--- config.mk ---
export PLATFORM = sky130hd
export DESIGN_NAME = wb_unit_flat
export DESIGN_NICKNAME = d
export VERILOG_FILES = /design/src/rtl/wb_unit_pkg.sv /design/src/rtl/wb_unit_if.sv /design/src/rtl/wb_unit_load_extend.sv /design/src/rtl/wb_unit.sv /design/src/flat_wrapper.sv
export SDC_FILE = /design/constraint.sdc
export NUM_CORES = 1
export LEC_CHECK = 0
export ABC_AREA = 1
export CORE_MARGIN = 2
export CORE_UTILIZATION = 42
export CTS_CLUSTER_SIZE = 25
export DETAILED_ROUTE_END_ITERATION = 12
export PLACE_DENSITY = 0.75
export SLEW_MARGIN = 10
export SYNTH_ARGS = -nofsm -noshare
export SYNTH_HDL_FRONTEND = slang
export SYNTH_SLANG_ARGS = --single-unit
export TNS_END_PERCENT = 10
--- constraint.sdc ---
create_clock -name clk -period 2.05 [get_ports clk]
set_input_delay 0.205 -clock clk [delete_from_list [all_inputs] [get_ports clk]]
set_output_delay 0.205 -clock clk [all_outputs]
set_load 0.02 [all_outputs]
--- src/rtl/wb_unit_pkg.sv ---
// ============================================================================
// Module  : wb_unit_pkg
// Brief   : Shared writeback types: load funct3 codes, writeback FSM states,
//           register-file write enable, latched-load record, legality helper.
// Revision: 1.0 - initial release
// ============================================================================
`default_nettype none

package wb_unit_pkg;

    typedef enum logic {
        REG_NO_WE = 1'b0,
        REG_WE    = 1'b1
    } reg_we_e;

    typedef enum logic [2:0] {
        LB  = 3'b000,
        LH  = 3'b001,
        LW  = 3'b010,
        LBU = 3'b100,
        LHU = 3'b101
    } ld_funct_e;

    typedef enum logic [0:0] {
        IDLE     = 1'b0,
        WAIT_MEM = 1'b1
    } wb_state_e;

    typedef struct packed {
        logic [4:0] rd;
        logic [2:0] funct3;
        logic [1:0] offset;
    } ld_req_t;

    // Byte loads accept any offset, halves need even offsets, words offset 0.
    function automatic logic ld_legal(input logic [2:0] funct3, input logic [1:0] offset);
        logic ok;
        case (funct3)
            LB, LBU: ok = 1'b1;
            LH, LHU: ok = ~offset[0];
            LW:      ok = (offset == 2'b00);
            default: ok = 1'b0;
        endcase
        return ok;
    endfunction

endpackage

`default_nettype wire

--- src/rtl/wb_unit_if.sv ---
// ============================================================================
// Module  : wb_unit_if
// Brief   : Execute/memory-side bundle into the writeback unit and the
//           register-file write port coming out of it.
// Revision: 1.0 - initial release
// ============================================================================
`default_nettype none

interface wb_unit_if;
    import wb_unit_pkg::*;

    logic        alu_valid_i;
    logic [4:0]  alu_rd_i;
    logic [31:0] alu_data_i;
    logic        ld_issue_i;
    logic [4:0]  ld_rd_i;
    logic [2:0]  ld_funct3_i;
    logic [1:0]  ld_offset_i;
    logic        mem_rvalid_i;
    logic [31:0] mem_rdata_i;
    logic        stall_o;
    logic [4:0]  pending_rd_o;
    reg_we_e     reg_we_o;
    logic [4:0]  rd_addr_o;
    logic [31:0] rd_data_o;
    logic        err_o;

    modport slave (
        input  alu_valid_i, alu_rd_i, alu_data_i,
        input  ld_issue_i, ld_rd_i, ld_funct3_i, ld_offset_i,
        input  mem_rvalid_i, mem_rdata_i,
        output stall_o, pending_rd_o, reg_we_o, rd_addr_o, rd_data_o, err_o
    );

    modport master (
        output alu_valid_i, alu_rd_i, alu_data_i,
        output ld_issue_i, ld_rd_i, ld_funct3_i, ld_offset_i,
        output mem_rvalid_i, mem_rdata_i,
        input  stall_o, pending_rd_o, reg_we_o, rd_addr_o, rd_data_o, err_o
    );

endinterface

`default_nettype wire

--- src/rtl/wb_unit_load_extend.sv ---
// ============================================================================
// Module  : wb_unit_load_extend
// Brief   : Combinational lane select and sign/zero extension of a load word,
//           plus a flag for misaligned offsets or unknown funct3.
// Revision: 1.0 - initial release
// ============================================================================
`default_nettype none

module wb_unit_load_extend
    import wb_unit_pkg::*;
(
    input  logic [2:0]  funct3_i,
    input  logic [1:0]  offset_i,
    input  logic [31:0] word_i,
    output logic [31:0] data_o,
    output logic        misalign_o
);

    logic [7:0]  w_byte;
    logic [15:0] w_half;

    assign w_byte     = word_i[{offset_i, 3'b000} +: 8];
    assign w_half     = word_i[{offset_i[1], 4'b0000} +: 16];
    assign misalign_o = ~ld_legal(funct3_i, offset_i);

    always_comb begin
        data_o = word_i;
        case (funct3_i)
            LB:      data_o = {{24{w_byte[7]}}, w_byte};
            LH:      data_o = {{16{w_half[15]}}, w_half};
            LBU:     data_o = {24'h000000, w_byte};
            LHU:     data_o = {16'h0000, w_half};
            default: data_o = word_i;
        endcase
    end

endmodule

`default_nettype wire

--- src/rtl/wb_unit.sv ---
// ============================================================================
// Module  : wb_unit
// Brief   : Register-file write producer merging single-cycle ALU results and
//           one outstanding multi-cycle load. Optional macro WB_TIMEOUT_EN
//           aborts a load after TIMEOUT cycles without mem_rvalid.
// Revision: 1.0 - initial release
// ============================================================================
`default_nettype none

module wb_unit
    import wb_unit_pkg::*;
#(
    parameter int TIMEOUT = 16
) (
    input  logic     clk,
    input  logic     reset,
    wb_unit_if.slave bus
);

    localparam logic [0:0] S_IDLE = IDLE;
    localparam logic [0:0] S_WAIT = WAIT_MEM;

    logic [0:0]  state_q, state_d;
    ld_req_t     ld_q, ld_d;
    reg_we_e     reg_we_q, reg_we_d;
    logic [4:0]  rd_addr_q, rd_addr_d;
    logic [31:0] rd_data_q, rd_data_d;
    logic        stall_q, stall_d;
    logic [4:0]  pending_rd_q, pending_rd_d;
    logic        err_q, err_d;

    logic [2:0]  w_ext_funct3;
    logic [1:0]  w_ext_offset;
    logic [31:0] w_ext_data;
    logic        w_misalign;
    logic        w_tmo_hit;

    // Idle: extender checks the incoming issue. Waiting: it formats the return.
    assign w_ext_funct3 = (state_q == S_WAIT) ? ld_q.funct3 : bus.ld_funct3_i;
    assign w_ext_offset = (state_q == S_WAIT) ? ld_q.offset : bus.ld_offset_i;

    wb_unit_load_extend u_load_extend (
        .funct3_i   (w_ext_funct3),
        .offset_i   (w_ext_offset),
        .word_i     (bus.mem_rdata_i),
        .data_o     (w_ext_data),
        .misalign_o (w_misalign)
    );

`ifdef WB_TIMEOUT_EN
    localparam int CNT_W = (TIMEOUT > 1) ? $clog2(TIMEOUT) : 1;

    logic [CNT_W-1:0] tmo_cnt_q, tmo_cnt_d;

    assign tmo_cnt_d = (state_q == S_IDLE) ? '0 : tmo_cnt_q + CNT_W'(1);
    assign w_tmo_hit = (tmo_cnt_q == CNT_W'(TIMEOUT - 1));

    always_ff @(posedge clk) begin
        if (reset) begin
            tmo_cnt_q <= '0;
        end else begin
            tmo_cnt_q <= tmo_cnt_d;
        end
    end
`else
    logic [31:0] w_unused_timeout;

    assign w_unused_timeout = 32'(TIMEOUT);
    assign w_tmo_hit        = 1'b0;
`endif

    always_comb begin
        state_d      = state_q;
        ld_d         = ld_q;
        reg_we_d     = REG_NO_WE;
        rd_addr_d    = rd_addr_q;
        rd_data_d    = rd_data_q;
        stall_d      = stall_q;
        pending_rd_d = pending_rd_q;
        err_d        = 1'b0;

        case (state_q)
            S_IDLE: begin
                if (bus.alu_valid_i && (bus.alu_rd_i != 5'd0)) begin
                    reg_we_d  = REG_WE;
                    rd_addr_d = bus.alu_rd_i;
                    rd_data_d = bus.alu_data_i;
                end
                if (bus.ld_issue_i) begin
                    if (w_misalign) begin
                        err_d = 1'b1;
                    end else begin
                        ld_d.rd      = bus.ld_rd_i;
                        ld_d.funct3  = bus.ld_funct3_i;
                        ld_d.offset  = bus.ld_offset_i;
                        state_d      = S_WAIT;
                        stall_d      = 1'b1;
                        pending_rd_d = bus.ld_rd_i;
                    end
                end
            end
            S_WAIT: begin
                // A return on the last permitted cycle beats the timeout.
                if (bus.mem_rvalid_i) begin
                    if (ld_q.rd != 5'd0) begin
                        reg_we_d  = REG_WE;
                        rd_addr_d = ld_q.rd;
                        rd_data_d = w_ext_data;
                    end
                    state_d      = S_IDLE;
                    stall_d      = 1'b0;
                    pending_rd_d = 5'd0;
                end else if (w_tmo_hit) begin
                    err_d        = 1'b1;
                    state_d      = S_IDLE;
                    stall_d      = 1'b0;
                    pending_rd_d = 5'd0;
                end
            end
            default: begin
                state_d      = S_IDLE;
                stall_d      = 1'b0;
                pending_rd_d = 5'd0;
            end
        endcase
    end

    always_ff @(posedge clk) begin
        if (reset) begin
            state_q      <= S_IDLE;
            ld_q         <= '0;
            reg_we_q     <= REG_NO_WE;
            rd_addr_q    <= 5'd0;
            rd_data_q    <= 32'd0;
            stall_q      <= 1'b0;
            pending_rd_q <= 5'd0;
            err_q        <= 1'b0;
        end else begin
            state_q      <= state_d;
            ld_q         <= ld_d;
            reg_we_q     <= reg_we_d;
            rd_addr_q    <= rd_addr_d;
            rd_data_q    <= rd_data_d;
            stall_q      <= stall_d;
            pending_rd_q <= pending_rd_d;
            err_q        <= err_d;
        end
    end

    assign bus.reg_we_o     = reg_we_q;
    assign bus.rd_addr_o    = rd_addr_q;
    assign bus.rd_data_o    = rd_data_q;
    assign bus.stall_o      = stall_q;
    assign bus.pending_rd_o = pending_rd_q;
    assign bus.err_o        = err_q;

endmodule

`default_nettype wire

--- src/flat_wrapper.sv ---
// flat-port wrapper written by rule: the top's interface ports become plain ports
module wb_unit_flat import wb_unit_pkg::*;
#(
    parameter int TIMEOUT = 16
)
  (clk, reset, bus_alu_valid_i, bus_alu_rd_i, bus_alu_data_i, bus_ld_issue_i, bus_ld_rd_i, bus_ld_funct3_i, bus_ld_offset_i, bus_mem_rvalid_i, bus_mem_rdata_i, bus_stall_o, bus_pending_rd_o, bus_reg_we_o, bus_rd_addr_o, bus_rd_data_o, bus_err_o);
  wb_unit_if bus_i ();
  input  logic clk;
  input  logic reset;
  input wire logic [$bits(bus_i.alu_valid_i)-1:0] bus_alu_valid_i;
  input wire logic [$bits(bus_i.alu_rd_i)-1:0] bus_alu_rd_i;
  input wire logic [$bits(bus_i.alu_data_i)-1:0] bus_alu_data_i;
  input wire logic [$bits(bus_i.ld_issue_i)-1:0] bus_ld_issue_i;
  input wire logic [$bits(bus_i.ld_rd_i)-1:0] bus_ld_rd_i;
  input wire logic [$bits(bus_i.ld_funct3_i)-1:0] bus_ld_funct3_i;
  input wire logic [$bits(bus_i.ld_offset_i)-1:0] bus_ld_offset_i;
  input wire logic [$bits(bus_i.mem_rvalid_i)-1:0] bus_mem_rvalid_i;
  input wire logic [$bits(bus_i.mem_rdata_i)-1:0] bus_mem_rdata_i;
  output wire logic [$bits(bus_i.stall_o)-1:0] bus_stall_o;
  output wire logic [$bits(bus_i.pending_rd_o)-1:0] bus_pending_rd_o;
  output wire logic [$bits(bus_i.reg_we_o)-1:0] bus_reg_we_o;
  output wire logic [$bits(bus_i.rd_addr_o)-1:0] bus_rd_addr_o;
  output wire logic [$bits(bus_i.rd_data_o)-1:0] bus_rd_data_o;
  output wire logic [$bits(bus_i.err_o)-1:0] bus_err_o;
  assign bus_i.alu_valid_i = bus_alu_valid_i;
  assign bus_i.alu_rd_i = bus_alu_rd_i;
  assign bus_i.alu_data_i = bus_alu_data_i;
  assign bus_i.ld_issue_i = bus_ld_issue_i;
  assign bus_i.ld_rd_i = bus_ld_rd_i;
  assign bus_i.ld_funct3_i = bus_ld_funct3_i;
  assign bus_i.ld_offset_i = bus_ld_offset_i;
  assign bus_i.mem_rvalid_i = bus_mem_rvalid_i;
  assign bus_i.mem_rdata_i = bus_mem_rdata_i;
  assign bus_stall_o = bus_i.stall_o;
  assign bus_pending_rd_o = bus_i.pending_rd_o;
  assign bus_reg_we_o = bus_i.reg_we_o;
  assign bus_rd_addr_o = bus_i.rd_addr_o;
  assign bus_rd_data_o = bus_i.rd_data_o;
  assign bus_err_o = bus_i.err_o;
  wb_unit #(.TIMEOUT(TIMEOUT)) u_core (.clk(clk), .reset(reset), .bus(bus_i));
endmodule
After elaboration in Yosys (flattened, before gate mapping). Cells that the tools add are included.

Output and inout bits: 45. Register bits: 56. Logic and storage cells: 64. Input bits: 84.

Bitwise operators: 2. Shift-type cells: 2. Reductions and logical operators: 10. Eq/ne operators: 9. Muxes and demuxes: 31.

Operators with widths (number): 32-bit one-hot mux with 4 select lines (1); 32-bit 2-to-1 mux (3); 32-bit one-hot mux with 2 select lines (1); 32-bit by 6-bit variable part select with 16-bit output (1); 32-bit by 6-bit variable part select with 8-bit output (1); 5-bit 2-to-1 mux (6); 5-bit one-hot mux with 2 select lines (2); 1-bit 2-to-1 mux (11); 5-bit nonzero test (2); 3-bit AND reduction (3); 2-bit inequality test, second input constant (4); 1-bit one-hot mux with 2 select lines (4); 3-bit == test, second input constant (2); 2-bit OR reduction (2); 3-bit by 1-bit == test with 1-bit output, second input constant (1); 3-bit by 2-bit == test with 1-bit output, second input constant (1); 3-bit zero test (1); 3-bit 2-to-1 mux (1); 1-bit one-hot mux with 3 select lines (1); 2-bit zero test (1); 2-bit 2-to-1 mux (1); 2-bit by 1-bit inequality test with 1-bit output, second input constant (1); 1-bit NOT (2); 1-bit logical AND (1).

Depth between registers and ports, before layout.
Depth after elaboration: 7. Gate-level depth with buffers: 11. Mapped depth without buffers: 10.

Hierarchy. A second synthesis with hierarchy kept.

Cell total of the unflattened synthesis: 608. Area total of the unflattened synthesis: 3767.4 µm².

By module, submodules not included: wb_unit (cells each 410, area each 2763.9 µm², times used 1, seq. area each 1121.1 µm²); wb_unit_load_extend (cells each 198, area each 1003.5 µm², times used 1, seq. area each 0.0 µm²).

Worst setup path after synthesis. Ideal clock, no wire load.

Path type: register to register. From: register u_core.state_q. To: register u_core.rd_data_q[22] (netlist: u_core.bus.rd_data_o[22]). Arrival time: 1.385 ns. Slack: 0.553 ns. Library setup time: 0.112 ns. Data required time: 1.938 ns. Path buffers: 2. Clock period less this slack: 1.497 ns. Stages on the path, launching flop included: 12. Path through: dfxtp_1 -> inv_2 -> buf_4 -> nand2_1 -> nand2_2 -> nand2_1 -> nand3_1 -> nand3_2 -> buf_2 -> nand3_1 -> nand2_1 -> nand2_1.

Word-level cells in the longest chain between the ends: 6. Elaborated cells between the ends (all ways): 17. Those cells by class: eq/ne (6); shift (2); mux (6); bitwise (1); reduce/logical (2).

Ends and longest elaborated chain: start: declaration (RTL line wb_unit.sv:23) `logic [0:0] state_q, state_d;`; start signal: assignment (RTL line wb_unit.sv:139) `state_q <= state_d;`; 2-bit 2-to-1 mux / 3-bit 2-to-1 mux (equally long branches) (RTL line wb_unit.sv:40, wb_unit.sv:39); 32-bit by 6-bit variable part select with 16-bit output (tied with other cells) (RTL line wb_unit_load_extend.sv:23) `assign w_half = word_i[{offset_i[1], 4'b0000} +: 16];`; 32-bit one-hot mux with 4 select lines (RTL line wb_unit_load_extend.sv:28) `case (funct3_i)`; 32-bit 2-to-1 mux (RTL line wb_unit.sv:105) `if (ld_q.rd != 5'd0) begin`; 32-bit 2-to-1 mux (RTL line wb_unit.sv:104) `if (bus.mem_rvalid_i) begin`; 32-bit one-hot mux with 2 select lines (RTL line wb_unit.sv:82) `case (state_q)`; end signal: assignment (RTL line wb_unit.sv:143) `rd_data_q <= rd_data_d;`; end: declaration (RTL line wb_unit.sv:27) `logic [31:0] rd_data_q, rd_data_d;`.

Several ways; a longest one is shown, not always the timed one. The select of a mux whose other input is x is not followed. A chain may end at the register's enable or synchronous reset.

Final worst setup path.
From: register u_core.state_q. To: register u_core.rd_data_q[23] (netlist: u_core.bus.rd_data_o[23]).

Same word-level chain as after synthesis.

==> qor.yml <==
route:
  met3_length_um: 600
  vias: 3724
  drtIter0Drc: 197
  finalWirelength_um: 10100
  routed.top_layer: "met4"
  drc: 0
  dr.pass1.iters: 4
  ant_nets: 0
  dr_wl_met2_um: 4770
  wl_per_cell_um: 13.6
  via_per_inst: 5.04
  wl_met1_um: 4570
timing:
  tightestPinTransition_ns: 0.346
  rsz0062_at_grt: "no"
  final.setup.tns_ns: 0
  clock_skew_ns: 0.0106
  fmax_ghz: 0.547
  setup_violations: 0
  slew_headroom_pct: 76.9
  fin_crit_sh_pct: 89.2
  drv_slew: 0
  min_period_ns: 1.83
  hold_violations: 0
clock_tree:
  numCtsBuffers: 5
  cts_tree: "yes"
  cts_buffer_depth: 2
  clk_pin_slew_worst_paths_ns: 0.10
  htreeDepth: 2
  post_cts_buffers: 0
  cts_resized: 0
  clock-sinks: 56
  cts_hold_buf: 0
  root_buffer: "clkbuf_8"
  clk_latency_ns: 0.31
global_routing:
  grt_usage_pct: 24.0
  grt_pass1_vias: 3455
  antenna_found_initial: 0
  grt-ovfl-total: 0
  grt_start_max_net_pins: 33
  grt_pass1_wl_um: 16500
worst_setup_path:
  crit_path_end_kind: "flip-flop"
  crit_chain: "buf_4 > nand2_1 > nand2_2 > inv_2 > nor2_4 > nand3_2 > nand3_1 > nand2_1 > nand2_1"
  slowest_stage: "dfxtp_1"
  crit_type: "flip-flop to flip-flop"
  rrSetupSlack_ns: 0.22
  r2r-start: "u_core.state_q$_SDFF_PP0_"
  timing.rr.end: "u_core.bus.rd_data_o[23]$_SDFFE_PP0P_"
  cp-startpoint: "u_core.state_q$_SDFF_PP0_"
  cp_data_required_time_ns: 2.31
  max_stage_delay_ns: 0.36
  critical_path.endpoint: "u_core.bus.rd_data_o[23]$_SDFFE_PP0P_"
  cpMostUsedCell: "nand2_1"
  reg2reg_depth: 9
  cp-start-kind: "flip-flop"
  cp_max_fo: 21
  worstPathArrival_ns: 2.09
logic_synthesis:
  synth-edff-count: 0
  synth_cells: 519
  avgSynthCellArea_um2: 6.20
  synth_cell_types: 27
  synthesis.area_mm2: 0.00322
  synth_ff_type: "dfxtp_1"
  syn_nets: 603
  synth_largest_area_cell: "dfxtp_1"
  synthArstFlopShare_pct: 0
  ys_seq_area_share_pct: 34.9
  synth_commonest_cells: "180 x nand2_1, 61 x nor2_1, 56 x dfxtp_1"
  synth_top_area_share_pct: 34.9
  yosysWarningCount: 0
  synth_area_leaders: "dfxtp_1 35%, nand2_1 21%, a21oi_1 8.2%, nand3_1 8.2%, nor2_1 7.1%"
  ys_ff_latch: 56
  yosys.cell_count.top_type: "nand2_1"
placed_design:
  io_buffers: 128
  globalplace.congestion: 0.864
  dp_hpwl_um: 7560
  placed_cell_area_mm2: 0.00460
cells_and_area:
  area_delta_synth_final_pct: 45.7
  n_fill_cell: 686
  drive_gt1_share_pct: 6.88
  multi_input_area_mm2: 0.00182
  nets: 723
  regArea_mm2: 0.00112
  diodes: 0
  fin_area_mm2: 0.00468
power_and_ir_drop:
  p_total_mw: 2.91
  powerDensity_mw_per_mm2: 622
  p_leak_nw: 2.09
  ir_worst_vdd_mv: 0.300
die:
  dieArea_mm2: 0.00837
  ios: 129
  fp.dieW_um: 91.5
  coreArea_mm2: 0.00733
  die_h_um: 91.5
  start_util_pct: 43.9
  rows: 31
run:
  cap_viol_max_count: 0
run_status:
  status: "finished, final reports clean"
hold_path:
  holdCritPathClass: "primary input to flip-flop"
-- where the power goes --
part           internal, mW  switching, mW
clock                 0.244          0.375
combinational         0.477          0.574
sequential             1.19         0.0546
total                  1.91           1.00
-- registers in the layout, indices dropped and copies added, names as in the netlist --
| signal | cells |
|---|---|
| u_core.bus.err_o | 1 |
| u_core.bus.pending_rd_o | 5 |
| u_core.bus.rd_addr_o | 5 |
| u_core.bus.rd_data_o | 32 |
| u_core.bus.reg_we_o | 1 |
| u_core.bus.stall_o | 1 |
| u_core.ld_q | 10 |
| u_core.state_q | 1 |
-- how the worst min path moves through the flow --
stage / startpoint / depth (start not counted) / endpoint / slack [ns]
floorplan: bus_alu_data_i[4] / 2 / u_core.bus.rd_data_o[4]$_SDFFE_PP0P_ / 0.34
global placement: u_core.bus.rd_data_o[17]$_SDFFE_PP0P_ / 2 / u_core.bus.rd_data_o[17]$_SDFFE_PP0P_ / 0.44
detailed placement: u_core.bus.rd_data_o[1]$_SDFFE_PP0P_ / 2 / u_core.bus.rd_data_o[1]$_SDFFE_PP0P_ / 0.44
CTS: bus_ld_issue_i / 3 / u_core.bus.err_o$_SDFF_PP0_ / 0.45
global route: bus_ld_issue_i / 3 / u_core.bus.err_o$_SDFF_PP0_ / 0.46
finish: bus_ld_issue_i / 3 / u_core.bus.err_o$_SDFF_PP0_ / 0.45
-- metrics by stage --
step	utilization (%)	std cells	setup slack [ns]	hold slack, ns
floorplan	-	519	0.553	0.344
global placement	62.7	731	0.208	0.437
detailed placement	62.7	731	0.157	0.439
CTS	63.9	739	0.208	0.446
global route	63.9	739	0.00880	0.459
finish	63.9	739	0.222	0.453
-- placed cells by master (no fill, tap or decap), types with 2 or more instances in the layout --
master           count
nand2_1            180
clkdlybuf4s50_1    128
nor2_1              61
dfxtp_1             56
nand3_1             53
a21oi_1             53
inv_1               31
nand2_2             10
buf_4               10
o21ai_0              7
o21ai_1              6
a22oi_1              6
nand4_1              5
clkbuf_8             5
inv_2                4
nand3_2              4
mux2i_1              4
nor2_2               2
or2_1                2
o211ai_1             2
buf_12               2
-- cell families (layout without fill, tap and decap cells) --
kind of cell	Yosys count	in the layout	share of synthesized area, %
flops	56	56	34.9
buf+inv	62	183	8.44
compound gates	75	75	12.5
mux	4	4	1.25
simple gates	322	322	43.0
-- worst max-delay path: cells and delay by family (launching register included) --
family,cells,cell delay [ns]
simple gates,7,1.06
flops,1,0.36
buf+inv,2,0.35
-- cell type report --
class,instances,share of cell area (%)
Sequential cell,56,23.9
Multi-Input combinational cell,401,38.9
Inverter,35,2.80
Timing Repair Buffer,140,29.8
Tap cell,99,2.64
Clock inverter,2,0.347
Clock buffer,6,1.55
-- per-layer routing --
metal / GRT usage [%] / up-vias
met5: 0 / -
met4: 5.18 / 0
met3: 4.07 / 12
met2: 40.7 / 122
met1: 32.0 / 1686
li1: - / 1904
No activity file was read; power rests on OpenSTA's default activity.
